--- config.mk ---
export PLATFORM = sky130hd
export DESIGN_NAME = music_sequencer
export DESIGN_NICKNAME = d
export VERILOG_FILES = /design/src/rtl/music_sequencer_pkg.sv /design/src/rtl/music_sequencer_tone_gen.sv /design/src/rtl/music_sequencer.sv
export SDC_FILE = /design/constraint.sdc
export NUM_CORES = 1
export LEC_CHECK = 0
export CAP_MARGIN = 0
export CORE_MARGIN = 1
export CORE_UTILIZATION = 54
export CTS_CLUSTER_DIAMETER = 100
export CTS_CLUSTER_SIZE = 8
export DETAILED_ROUTE_END_ITERATION = 12
export GPL_TIMING_DRIVEN = 0
export PLACE_DENSITY = 0.77
export SLEW_MARGIN = 15
export SYNTH_ARGS = -nofsm -noshare
export SYNTH_HDL_FRONTEND = slang
export SYNTH_HIERARCHICAL = 1
export SYNTH_SLANG_ARGS = --single-unit
--- constraint.sdc ---
create_clock -name clk -period 3 [get_ports clk]
set_input_delay 0.6 -clock clk [delete_from_list [all_inputs] [get_ports clk]]
set_output_delay 0.6 -clock clk [all_outputs]
set_load 0.02 [all_outputs]
--- src/rtl/music_sequencer_pkg.sv ---
// Shared encodings and constants for the music sequencer slice.
// State codes stay plain localparams so legacy tooling that decodes them keeps working.
package music_pkg;

    localparam logic [1:0] ST_IDLE = 2'd0;
    localparam logic [1:0] ST_LOAD = 2'd1;
    localparam logic [1:0] ST_PLAY = 2'd2;
    localparam logic [1:0] ST_GAP  = 2'd3;

    localparam logic [19:0] REST_PERIOD = 20'd1;

    // Sheet durations are in eighth-beat units.
    localparam logic [4:0] DUR_QUARTER = 5'd2;
    localparam logic [4:0] DUR_HALF    = 5'd4;
    localparam logic [4:0] DUR_ONE     = 5'd8;
    localparam logic [4:0] DUR_TWO     = 5'd16;

    function automatic logic is_tone(input logic [19:0] period);
        return period > REST_PERIOD;
    endfunction

endpackage

--- src/rtl/music_sequencer_tone_gen.sv ---
// Square-wave generator: toggles wave every `period` clocks while enabled.
// Periods of 0 or 1 are rests and hold the output low.
module tone_gen
    import music_pkg::*;
(
    input  logic        clk,
    input  logic        reset,
    input  logic        enable,
    input  logic [19:0] period,
    output logic        wave
);

    logic [19:0] cnt_q, cnt_d;
    logic        wave_q, wave_d;

    always_comb begin
        cnt_d  = '0;
        wave_d = 1'b0;
        if (enable && is_tone(period)) begin
            if (cnt_q == period - 20'd1) begin
                cnt_d  = '0;
                wave_d = ~wave_q;
            end else begin
                cnt_d  = cnt_q + 20'd1;
                wave_d = wave_q;
            end
        end
    end

    always_ff @(posedge clk or posedge reset) begin
        if (reset) begin
            cnt_q  <= '0;
            wave_q <= 1'b0;
        end else begin
            cnt_q  <= cnt_d;
            wave_q <= wave_d;
        end
    end

    assign wave = wave_q;

endmodule

--- src/rtl/music_sequencer.sv ---
// Steps the note-sheet index, times each note's duration and trailing gap,
// and drives the speaker through tone_gen.
module music_sequencer
    import music_pkg::*;
#(
    parameter int SONG_LEN    = 11,
    parameter int TICK_CYCLES = 12500000,
    parameter int GAP_CYCLES  = 1000000,
    parameter int IDX_W       = 10
) (
    input  logic             clk,
    input  logic             reset,
    input  logic             start,
    input  logic             stop,
    input  logic             loop_en,
    output logic [IDX_W-1:0] number,
    input  logic [19:0]      note_in,
    input  logic [4:0]       duration_in,
    output logic             speaker,
    output logic             busy,
    output logic             done
);

    localparam int TICK_W = (TICK_CYCLES > 1) ? $clog2(TICK_CYCLES) : 1;
    localparam int GAP_W  = (GAP_CYCLES > 1) ? $clog2(GAP_CYCLES) : 1;

    localparam logic [TICK_W-1:0] TICK_LAST = TICK_W'(TICK_CYCLES - 1);
    localparam logic [GAP_W-1:0]  GAP_LAST  = GAP_W'((GAP_CYCLES > 0) ? GAP_CYCLES - 1 : 0);
    localparam logic [IDX_W-1:0]  IDX_LAST  = IDX_W'(SONG_LEN - 1);

    logic [1:0]        state_q, state_d;
    logic [IDX_W-1:0]  number_q, number_d;
    logic [19:0]       note_q, note_d;
    logic [4:0]        dur_q, dur_d;
    logic [TICK_W-1:0] tick_q, tick_d;
    logic [4:0]        unit_q, unit_d;
    logic [GAP_W-1:0]  gap_q, gap_d;
    logic              done_q, done_d;
    logic              note_end;
    logic              tone_en;

    always_comb begin
        state_d  = state_q;
        number_d = number_q;
        note_d   = note_q;
        dur_d    = dur_q;
        tick_d   = tick_q;
        unit_d   = unit_q;
        gap_d    = gap_q;
        done_d   = 1'b0;
        note_end = 1'b0;

        case (state_q)
            ST_IDLE: begin
                if (start) begin
                    number_d = '0;
                    state_d  = ST_LOAD;
                end
            end
            ST_LOAD: begin
                note_d  = note_in;
                dur_d   = (duration_in == 5'd0) ? 5'd1 : duration_in;
                tick_d  = '0;
                unit_d  = '0;
                gap_d   = '0;
                state_d = ST_PLAY;
            end
            ST_PLAY: begin
                if (tick_q == TICK_LAST) begin
                    tick_d = '0;
                    unit_d = unit_q + 5'd1;
                    // Compare against dur-1 so a 31-unit note never needs unit=31.
                    if (unit_q == dur_q - 5'd1) begin
                        unit_d = '0;
                        if (GAP_CYCLES == 0) begin
                            note_end = 1'b1;
                        end else begin
                            state_d = ST_GAP;
                        end
                    end
                end else begin
                    tick_d = tick_q + TICK_W'(1);
                end
            end
            ST_GAP: begin
                if (gap_q == GAP_LAST) begin
                    gap_d    = '0;
                    note_end = 1'b1;
                end else begin
                    gap_d = gap_q + GAP_W'(1);
                end
            end
            default: state_d = ST_IDLE;
        endcase

        if (note_end) begin
            if (number_q != IDX_LAST) begin
                number_d = number_q + IDX_W'(1);
                state_d  = ST_LOAD;
            end else if (loop_en) begin
                number_d = '0;
                state_d  = ST_LOAD;
            end else begin
                number_d = '0;
                state_d  = ST_IDLE;
                done_d   = 1'b1;
            end
        end

        if (stop) begin
            state_d  = ST_IDLE;
            number_d = '0;
            done_d   = 1'b0;
        end
    end

    always_ff @(posedge clk or posedge reset) begin
        if (reset) begin
            state_q  <= ST_IDLE;
            number_q <= '0;
            note_q   <= '0;
            dur_q    <= '0;
            tick_q   <= '0;
            unit_q   <= '0;
            gap_q    <= '0;
            done_q   <= 1'b0;
        end else begin
            state_q  <= state_d;
            number_q <= number_d;
            note_q   <= note_d;
            dur_q    <= dur_d;
            tick_q   <= tick_d;
            unit_q   <= unit_d;
            gap_q    <= gap_d;
            done_q   <= done_d;
        end
    end

    // Enable only while PLAY continues, so the final edge of a note (or a stop) clears the wave.
    assign tone_en = (state_q == ST_PLAY) && (state_d == ST_PLAY);

    tone_gen u_tone (
        .clk    (clk),
        .reset  (reset),
        .enable (tone_en),
        .period (note_q),
        .wave   (speaker)
    );

    assign number = number_q;
    assign busy   = (state_q != ST_IDLE);
    assign done   = done_q;

endmodule

==> metrics, run 1 <==
Flop pwr share 44.0%; Top FF cell, synth dfrtp_1; insertion delay to the later sink of the worst-skew pair 0.36 ns; largest net degree at the start of global routing 46; fin util 64.3%; sequential share of the synthesized area 42.1%; final RePlAce weighted congestion 0.884; Die W 111 um; setup bufs post-CTS 0; Synth Area in Simple Gates 26.0%; startpoint types register; Site Rows 39; fin crit period 2.76 ns; setup TNS 0 ns; mapped cell area 6410 um2; Worst EP arrival 2.99 ns; Antenna diodes 0; Ys Warns 6; drt drc 8; commonest non-fill, non-tap cell in the layout dfrtp_1; EDFF count, synth 0; element type at the critical path end register; number of global-route vias before repair 5417; Post-CTS Hold Buffers 0; CTS tree built; Starting Density 55.7%; VDD IR max 0.342 mV; clock skew 0.0120 ns; CP required 3.23 ns; worst slew pin tran 0.795 ns; CTS clk-pin slew, worst paths 0.07 ns; hold crit path type reg -> reg; largest family of logic cells by synthesized area simple AND/OR/NAND/NOR gates; first-pass GRT wire length 25100 um; GRT Total Usage 25.2%; RSZ-0062 raised after global routing false; syn nets 708; share of layout cells above drive strength 1 12.0%; Switching Share 31.6%; Via density 6.11; max_cap viols 0; critical path class reg -> reg; Antenna Nets Post-Route 0; gr ovfl total 0; sw power 1350 uW; HPWL Detailed 10300 um; largest fanout on the critical path 10; routed wire length 14600 um; clock network fraction of total power 31.8%; failing checks DRC; Starting DRT DRC Count 304; Avg Cell Area, Syn 9.65 um2; antenna violations before repair 0; Logic pwr share 24.3%; flops & latches, synth 108; die area 12300 um2; DR vias 5296; slew margin rel. 46.9%; Synth cell types 71; post_cts resized 1; clk root buf clkbuf_16; mux share of post-synthesis cell area 5.34%; Compound-Gate Fraction of Synth Area 11.4%; area grow syn2layout 15.4%; pins over their slew limit 0; internal power 2920 uW; pwr dens 577 nW/um2; total power 4270 uW; # clock sinks 108; Pre-Repair DR Iteration Count 9; Clock Path Buffers 2; status complete, but fails checks; Hold Worst Slack 0.522 ns; core footprint 11500 um2; Final period util 92.0%; routed len/inst 16.8 um; CTS H-tree depth 3; height of the chip 111 um; Cells after Synth 665; Ports 43; number of setup violations in the final report 0; CTS Buf Count 9; Synth async-reset ratio 100%; most frequent cells in the layout 108 x dfrtp_1, 50 x nor2_1, 47 x nand2_1; Leakage 0.00307 uW; fin nets 762; Final Hold Fails 0; Max Clk Rate 362 MHz; Synth Area in XOR/XNOR 9.01%; Port Buf Inserts 42; Adder-Cell Fraction of Synth Area 2.54%
-- flip-flops by register name, summed over array words and instances (netlist names) --
signal,flops
unit_q,5
number,10
state_q,2
note_q,20
dur_q,5
u_tone/cnt_q,20
u_tone/wave,1
tick_q,24
done,1
gap_q,20
-- synth_stat cells (6+ instances only) --
master,instances,area (um2)
and3_1,25,156
o2bb2ai_1,6,52.6
nand2b_1,12,75.1
inv_1,14,52.6
o21ai_0,18,90.1
buf_2,7,35.0
xnor2_1,34,298
dfrtp_1,108,2700
nand3_1,38,190
a21o_1,8,60.1
a31oi_1,11,68.8
clkbuf_1,18,67.6
xor2_1,32,280
ha_1,13,163
a21oi_1,21,105
nand4_1,14,87.6
nand3b_1,6,45.0
nand2_1,47,176
nor4_1,12,75.1
mux2_2,26,293
nand4b_1,6,52.6
nor3_1,37,185
nor2_1,50,188
-- per-stage QoR --
step	cells	area [um2]	setup slack (ns)
finish	867	7410	0.240
global route	867	7410	0.00420
CTS	867	7390	0.126
detailed placement	851	7040	-0.0450
global placement	850	7010	-1.26
floorplan	665	6410	0.150
-- final timing paths --
check	slack, ns	depth (start not counted)	end	start
min reg2reg	0.52	1	tick_q[1]	tick_q[1]
min	0.52	1	tick_q[1]	tick_q[1]
max in group asynchronous	1.66	3	tick_q[9]	reset
max reg2reg	0.24	9	u_tone/cnt_q[3]	note_q[2]
min in group asynchronous	0.72	2	note_q[0]	reset
max	0.24	9	u_tone/cnt_q[3]	note_q[2]
-- worst max-delay path: stages, from the launching register on --
cell and delay, ns:
dfrtp_1 0.41, buf_6 0.15, nor3_4 0.30, nand3_2 0.16, or4_1 0.48, a222oi_1 0.30
o2111ai_1 0.26, nor3_1 0.25, clkbuf_4 0.26, nor3_1 0.08
-- layer usage --
metal,vias to the layer above,wire [um],global-route usage (%)
li1,2535,-,-
met1,2614,6440,30.6
met2,120,7280,43.5
met3,27,528,5.52
met4,0,320,9.86
met5,-,0,0
-- logic make-up after synthesis --
| kind of cell | count (synthesis) |
|---|---|
| AOI/OAI and AO/OA | 103 |
| xor gates and xnor gates | 66 |
| adders and majority gates | 13 |
| buffers and inverters | 48 |
| DFF | 108 |
| muxes | 31 |
| and+or+nand+nor | 296 |
-- final cells by class --
| class | instances | area, um2 |
|---|---|---|
| Timing Repair Buffer | 43 | 448 |
| Tap cell | 143 | 179 |
| Multi-Input combinational cell | 509 | 3490 |
| Inverter | 14 | 55.1 |
| Sequential cell | 108 | 2700 |
| Clock inverter | 7 | 115 |
| Clock buffer | 9 | 225 |
| Buffer | 34 | 190 |
| Fill cell | 942 | 4110 |
-- power by group through the flow --
stage	clock network (uW)	registers, uW	logic [uW]
2_1_floorplan	0	1820	808
4_1_cts	1390	1880	1030
5_1_grt	1440	1910	1150
3_5_place_dp	0	1900	1020
6_report	1360	1880	1040
3_3_place_gp	0	1890	972
No activity file was read; power rests on OpenSTA's default activity.
==> run 2, diff against run 1 <==
--- a/config.mk
+++ b/config.mk
@@ -13,7 +13,9 @@
 export DETAILED_ROUTE_END_ITERATION = 12
 export GPL_TIMING_DRIVEN = 0
 export PLACE_DENSITY = 0.77
-export SLEW_MARGIN = 15
+export REMOVE_ABC_BUFFERS = 1
+export SKIP_CTS_REPAIR_TIMING = 1
+export SLEW_MARGIN = 10
 export SYNTH_ARGS = -nofsm -noshare
 export SYNTH_HDL_FRONTEND = slang
 export SYNTH_HIERARCHICAL = 1
==> run 2 against run 1 <==
Effect of this change: the run still ends with DRC left; wire length decreased by 3.9%; largest power group unchanged; sequential power is essentially flat; worst setup slack worse by 0.093 ns; critical path type unchanged; flip-flop and latch count stayed put; via count is 4.5% lower; critical endpoint is now u_tone/cnt_q[19]; final cell count shrank 3.5%; total power is 4.2% lower; first-iteration DRC count fell by 1.6%; non-clock buffer count fell by 30; largest cell class unchanged; global-route usage decreased by 1.0 points.
==> metrics, run 2 (synthesized netlist as in run 1, its figures left out) <==
status complete, but fails checks; failing checks DRC; pins over their slew limit 0 (unchanged); worst slew pin tran 0.894 ns (+0.0987 ns); Layout Cells excl Fill 837 (-3.5%); CTS tree built; Top delay family on crit path simple AND/OR/NAND/NOR gates; worst min-delay path startpoint tick_q[5]; Port Buf Inserts 42 (unchanged); FF-to-FF path depth 8 (-1); critical path depth in cells 8 (-1); Via density 6.04 (-1.1%); Starting DRT DRC Count 299 (-1.6%); element type at the critical path end register; routed len/inst 16.7 um (-0.41%); largest net degree at the start of global routing 47 (+2.2%); HPWL Detailed 9920 um (-3.4%); most frequent cells in the layout 108 x dfrtp_1, 50 x nor2_1, 47 x nand2_1; Final period util 95.1% (+3.1 points); Fillers 902 (-4.2%); total power 4090 uW (-4.2%); max_cap viols 0 (unchanged); die area 12300 um2 (unchanged); Ports 43 (unchanged); largest fanout on the critical path 15 (+5); worst path bufs/invs 1 (-1); drt drc 4 (-4); Antenna diodes 0 (unchanged); pwr dens 564 nW/um2 (-2.2%); Max Clk Rate 351 MHz (-3.3%); Final Hold Fails 0 (unchanged); Worst EP arrival 3.05 ns (+0.06 ns); share of layout cells above drive strength 1 11.4% (-0.63 points); gr ovfl total 0 (unchanged); fin crit period 2.85 ns (+0.0927 ns); CTS H-tree depth 3 (unchanged); area grow syn2layout 13.1%; critical path class reg -> reg; VDD IR max 0.487 mV (+42%); number of setup violations in the final report 0 (unchanged); Largest register FFs 24 (unchanged); Starting Density 55.7% (unchanged); Clock Path Buffers 2 (unchanged); Reg-to-Reg End u_tone/cnt_q[19]; R2R Path Start note_q[6]; CP Cell Sequence nor3_2 > nand3_2 > or4_1 > a222oi_1 > o2111ai_2 > nor3_4 > buf_6 > nor3_1; slew margin rel. 40.2% (-6.7 points); Antenna Nets Post-Route 0 (unchanged); setup TNS 0 ns (unchanged); startpoint types register; first-pass GRT wire length 23900 um (-4.9%); routed wire length 14000 um (-3.9%); placed cells 819 (-3.8%); Site Rows 39 (unchanged); CP Launch Point note_q[6]; CTS Buf Count 9 (unchanged); final RePlAce weighted congestion 0.829 (-6.2%); worst setup path endpoint u_tone/cnt_q[19]; flop-to-flop setup slack 0.15 ns (-0.09 ns); clock skew 0.00740 ns (-0.00458 ns); fin nets 732 (-3.9%); Hold Worst Slack 0.524 ns (+0.00199 ns); CTS clk-pin slew, worst paths 0.07 ns (about the same); number of global-route vias before repair 5072 (-6.4%); # clock sinks 108 (unchanged); CP peak stage delay 0.48 ns (about the same); insertion delay to the later sink of the worst-skew pair 0.36 ns (about the same); hold crit path type reg -> reg; largest register by flop count tick_q; Pre-Repair DR Iteration Count 9 (unchanged); Critical-path top delay cell or4_1; Die W 111 um (unchanged); antenna violations before repair 0 (unchanged); DR vias 5057 (-4.5%); GRT Total Usage 24.2% (-1.0 points); Leakage 0.00297 uW (-3.2%); clk root buf clkbuf_16; commonest non-fill, non-tap cell in the layout dfrtp_1; height of the chip 111 um (unchanged); CP required 3.20 ns (-0.03 ns); core footprint 11500 um2 (unchanged)
run 2: how the worst min path moves through the flow:
stage | end | slack (ns) | cells after the start
global route | tick_q[5] | 0.55 | 1
CTS | tick_q[5] | 0.53 | 1
finish | tick_q[5] | 0.52 | 1
global placement | tick_q[1] | 0.49 | 1
floorplan | tick_q[1] | 0.47 | 1
detailed placement | tick_q[1] | 0.51 | 1
run 2: per-stage QoR:
stage               util [%]  setup slack [ns]  instance area [um2]
floorplan                  -            -0.263                 6230
global placement        59.3             -1.25                 6830
detailed placement      59.9            -0.174                 6890
CTS                     62.5            -0.187                 7200
global route            63.0           -0.0810                 7250
finish                  63.0             0.148                 7250
run 2: area by class of cell:
| class | instances | area (um2) | share of cell area, % |
|---|---|---|---|
| Sequential cell | 108 | 2700 | 37.3 |
| Clock inverter | 6 | 63.8 | 0.880 |
| Inverter | 14 | 55.1 | 0.759 |
| Multi-Input combinational cell | 509 | 3530 | 48.7 |
| Clock buffer | 10 | 239 | 3.29 |
| Tap cell | 143 | 179 | 2.47 |
| Timing Repair Buffer | 47 | 482 | 6.64 |
run 2: routing by layer:
| metal | wire, um | GRT usage, % | share of wire (%) | up-vias |
|---|---|---|---|---|
| li1 | - | - | - | 2468 |
| met1 | 6100 | 29.6 | 44 | 2491 |
| met3 | 413 | 5.25 | 2.9 | 19 |
| met4 | 252 | 9.32 | 1.8 | 0 |
| met2 | 7230 | 41.6 | 52 | 79 |
| met5 | 0 | 0 | 0 | - |
run 2: report_power, final:
part           internal (uW)  switching [uW]  total, uW
sequential              1620             269       1890
combinational            476             527       1000
clock                    668             536       1200
total                   2760            1330       4090
==> run 3, diff against run 2 <==
--- a/config.mk
+++ b/config.mk
@@ -18,5 +18,4 @@
 export SLEW_MARGIN = 10
 export SYNTH_ARGS = -nofsm -noshare
 export SYNTH_HDL_FRONTEND = slang
-export SYNTH_HIERARCHICAL = 1
 export SYNTH_SLANG_ARGS = --single-unit
==> run 3 against run 2 <==
Effect of this change: the flow still finishes with violations (DRC); first-iteration DRC count is 23% lower; synthesized area is 6.2% lower; sequential share of layout area is 1.6 points higher; wire length is 6.1% lower; via count is 3.6% lower; worst hold slack worse by 0.018 ns; global-route usage is 0.30 points higher; utilization is 1.3 points higher; final area is 4.0% lower; clock power is 5% lower; final cell count is 2.0% lower; die area is 6.1% lower; critical endpoint is now u_tone.wave.
==> metrics, run 3 <==
GRT Total Usage 24.5% (+0.30 points); most frequent cells in the layout 107 x dfrtp_1, 62 x o21ai_0, 54 x nand2_1; Top delay family on crit path simple AND/OR/NAND/NOR gates; final RePlAce weighted congestion 0.890 (+7.3%); Pre-Repair DR Iteration Count 8 (-1); R2R Path Start note_q[4]; number of global-route vias before repair 4757 (-6.2%); commonest non-fill, non-tap cell in the layout dfrtp_1; Top FF cell, synth dfrtp_1; Largest register FFs 24 (unchanged); Leakage 0.00282 uW (-5.1%); pwr dens 544 nW/um2 (-3.5%); startpoint types register; Area contributors post-synth dfrtp_1 45%, xor2_1 6.1%, o21ai_0 5.2%; Switching Share 30.5% (-2.0 points); die area 11600 um2 (-6.1%); Die W 108 um (-3.1%); status complete, but fails checks; Final period util 95.7% (+0.61 points); Final Hold Fails 0 (unchanged); hold path depth 1 (unchanged); flop-to-flop setup slack 0.13 ns (-0.02 ns); Clock Path Buffers 2 (unchanged); CTS H-tree depth 3 (unchanged); Reg-to-Reg End u_tone.wave; Critical-path top delay cell or4_4; Synth async-reset ratio 100% (unchanged); Starting DRT DRC Count 230 (-23%); insertion delay to the later sink of the worst-skew pair 0.39 ns (+0.03 ns); fin nets 718 (-1.9%); hold crit path type reg -> reg; EDFF count, synth 0 (unchanged); routed len/inst 16.0 um (-4.2%); drt drc 1 (-3); Cells after Synth 639 (-3.9%); failing checks DRC; routed wire length 13100 um (-6.1%); CP Launch Point note_q[4]; CP Cell Sequence or4_4 > o32ai_2 > nand4_1 > nor4_2 > nand4_1 > or4_1 > a21oi_1; Via density 5.95 (-1.6%); core footprint 10800 um2 (-5.9%); Max Clk Rate 348 MHz (-0.63%); largest register by flop count tick_q; element type at the critical path end register; CP peak stage delay 0.61 ns (+0.13 ns); top-count cell post-synth dfrtp_1; Logic pwr share 21.8% (-2.7 points); Yosys top cell area share 44.9% (+2.8 points); slew margin rel. 22.5% (-18 points); largest fanout on the critical path 8 (-7); fin crit period 2.87 ns (+0.0182 ns); sw power 1160 uW (-13%); clock network fraction of total power 30.1% (+0.7 points); leading area contributor after synthesis dfrtp_1; number of setup violations in the final report 0 (unchanged); critical path's most frequent cell nand4_1; Layout Cells excl Fill 820 (-2.0%); mapped cell area 6020 um2 (-6.2%); clock skew 0.0122 ns (+0.00481 ns); Post-synth top cells 108 x dfrtp_1, 62 x o21ai_0, 55 x nor2_1; Port Buf Inserts 42 (unchanged); flops & latches, synth 108 (unchanged); share of layout cells above drive strength 1 10.3% (-1.1 points); Antenna diodes 0 (unchanged); antenna violations before repair 0 (unchanged); area grow syn2layout 15.7%; gr ovfl total 0 (unchanged); height of the chip 108 um (-3.1%); CTS Buf Count 9 (unchanged); FF-to-FF path depth 7 (-1); internal power 2630 uW (-4.6%); Starting Density 55.5% (-0.18 points); Antenna Nets Post-Route 0 (unchanged); CTS tree built; pins over their slew limit 0 (unchanged); first-pass GRT wire length 22400 um (-6.2%); Synth cell types 57 (-20%); sequential share of the synthesized area 44.9% (+2.8 points); DR vias 4877 (-3.6%); largest net degree at the start of global routing 85 (+81%); CTS clk-pin slew, worst paths 0.10 ns (+0.03 ns); critical path class reg -> reg; worst min-delay path startpoint number[9]; Ys Warns 0 (-6); Site Rows 38 (-2.6%); critical path depth in cells 7 (-1); worst path bufs/invs 0 (-1); HPWL Detailed 8930 um (-10%); Ports 43 (unchanged); clk root buf clkbuf_8; Flop pwr share 48.2% (+2.1 points); # clock sinks 108 (unchanged); hold endpoint number[9]; worst slew pin tran 1.16 ns (+0.268 ns); placed cells 799 (-2.4%); fin util 64.3% (+1.3 points); max_cap viols 0 (unchanged); CP required 3.30 ns (+0.10 ns); Avg Cell Area, Syn 9.42 um2 (-2.3%); Worst EP arrival 3.17 ns (+0.12 ns); VDD IR max 0.489 mV (+0.35%)
==> run 3: changes by cell type in the layout (fill, tap and decap cells not counted), moves of 7 or more <==
cell / change
a21o_1: -7
a21oi_1: -14
a31oi_1: -7
and3_1: -12
clkbuf_16: -9
clkbuf_8: +12
inv_1: +7
nand2_1: +7
o21ai_0: +45
xor2_1: +10
==> run 3: final cells by class <==
class                   instances  area (um2)
clock buffers                  13         179
clock inverters                 3        90.1
fillers                       865        3870
inverters                      22        87.6
multi-input cells             486        3240
flip-flops and latches        108        2700
well taps                     140         175
repair buffers                 48         489
==> run 3: per-stage QoR <==
stage | power [uW] | instance area, um2 | setup TNS, ns | worst slack (ns) | hold WS (ns)
6_report | 3790 | 6970 | 0 | 0.129 | 0.506
5_1_grt | 3980 | 6970 | -0.0000695 | -0.0000695 | 0.526
4_1_cts | 3730 | 6830 | -8.77 | -0.345 | 0.503
3_5_place_dp | 2590 | 6560 | -7.60 | -0.322 | 0.491
3_3_place_gp | 2540 | 6510 | -236.15 | -1.97 | 0.480
2_1_floorplan | 2350 | 5920 | -55.00 | -0.446 | 0.460
==> run 3: power by group through the flow <==
stage                     registers (uW)  clock network, uW  logic (uW)
after floorplan                     1760                  0         589
after global placement              1810                  0         728
after detailed placement            1820                  0         770
after CTS                           1800               1160         774
after global routing                1850               1220         919
final                               1830               1140         826
==> run 3: worst max-delay path by stage <==
stage | slack, ns | to
global placement | -1.97 | tick_q[6]
global route | -0.00007 | tick_q[21]
CTS | -0.35 | u_tone.cnt_q[7]
finish | 0.13 | u_tone.wave
detailed placement | -0.32 | u_tone.cnt_q[4]
floorplan | -0.45 | done
==> run 3: cells by family (layout without fill, tap and decap cells) <==
group	Yosys count	count (layout)	synth area share [%]
mux	22	22	4.09
compound gates	109	109	11.2
xor+xnor	73	73	10.6
fa+ha+maj	13	13	2.70
buf+inv	46	86	3.08
flops	108	108	44.9
simple gates	268	269	23.4
==> run 3: worst reg2reg max path: stages, from the launching register on <==
cell     delay, ns
dfrtp_2       0.49
or4_4         0.61
o32ai_2       0.30
nand4_1       0.16
nor4_2        0.33
nand4_1       0.19
or4_1         0.56
a21oi_1       0.15
==> run 3: per-layer routing <==
metal | share of wire [%] | GRT usage [%] | wire length (um) | up-vias
met5 | 0 | 0 | 0 | -
met2 | 46 | 37.4 | 6080 | 108
met1 | 47 | 34.2 | 6240 | 2392
met4 | 1.8 | 9.78 | 231 | 0
li1 | - | - | - | 2357
met3 | 4.6 | 4.72 | 599 | 20
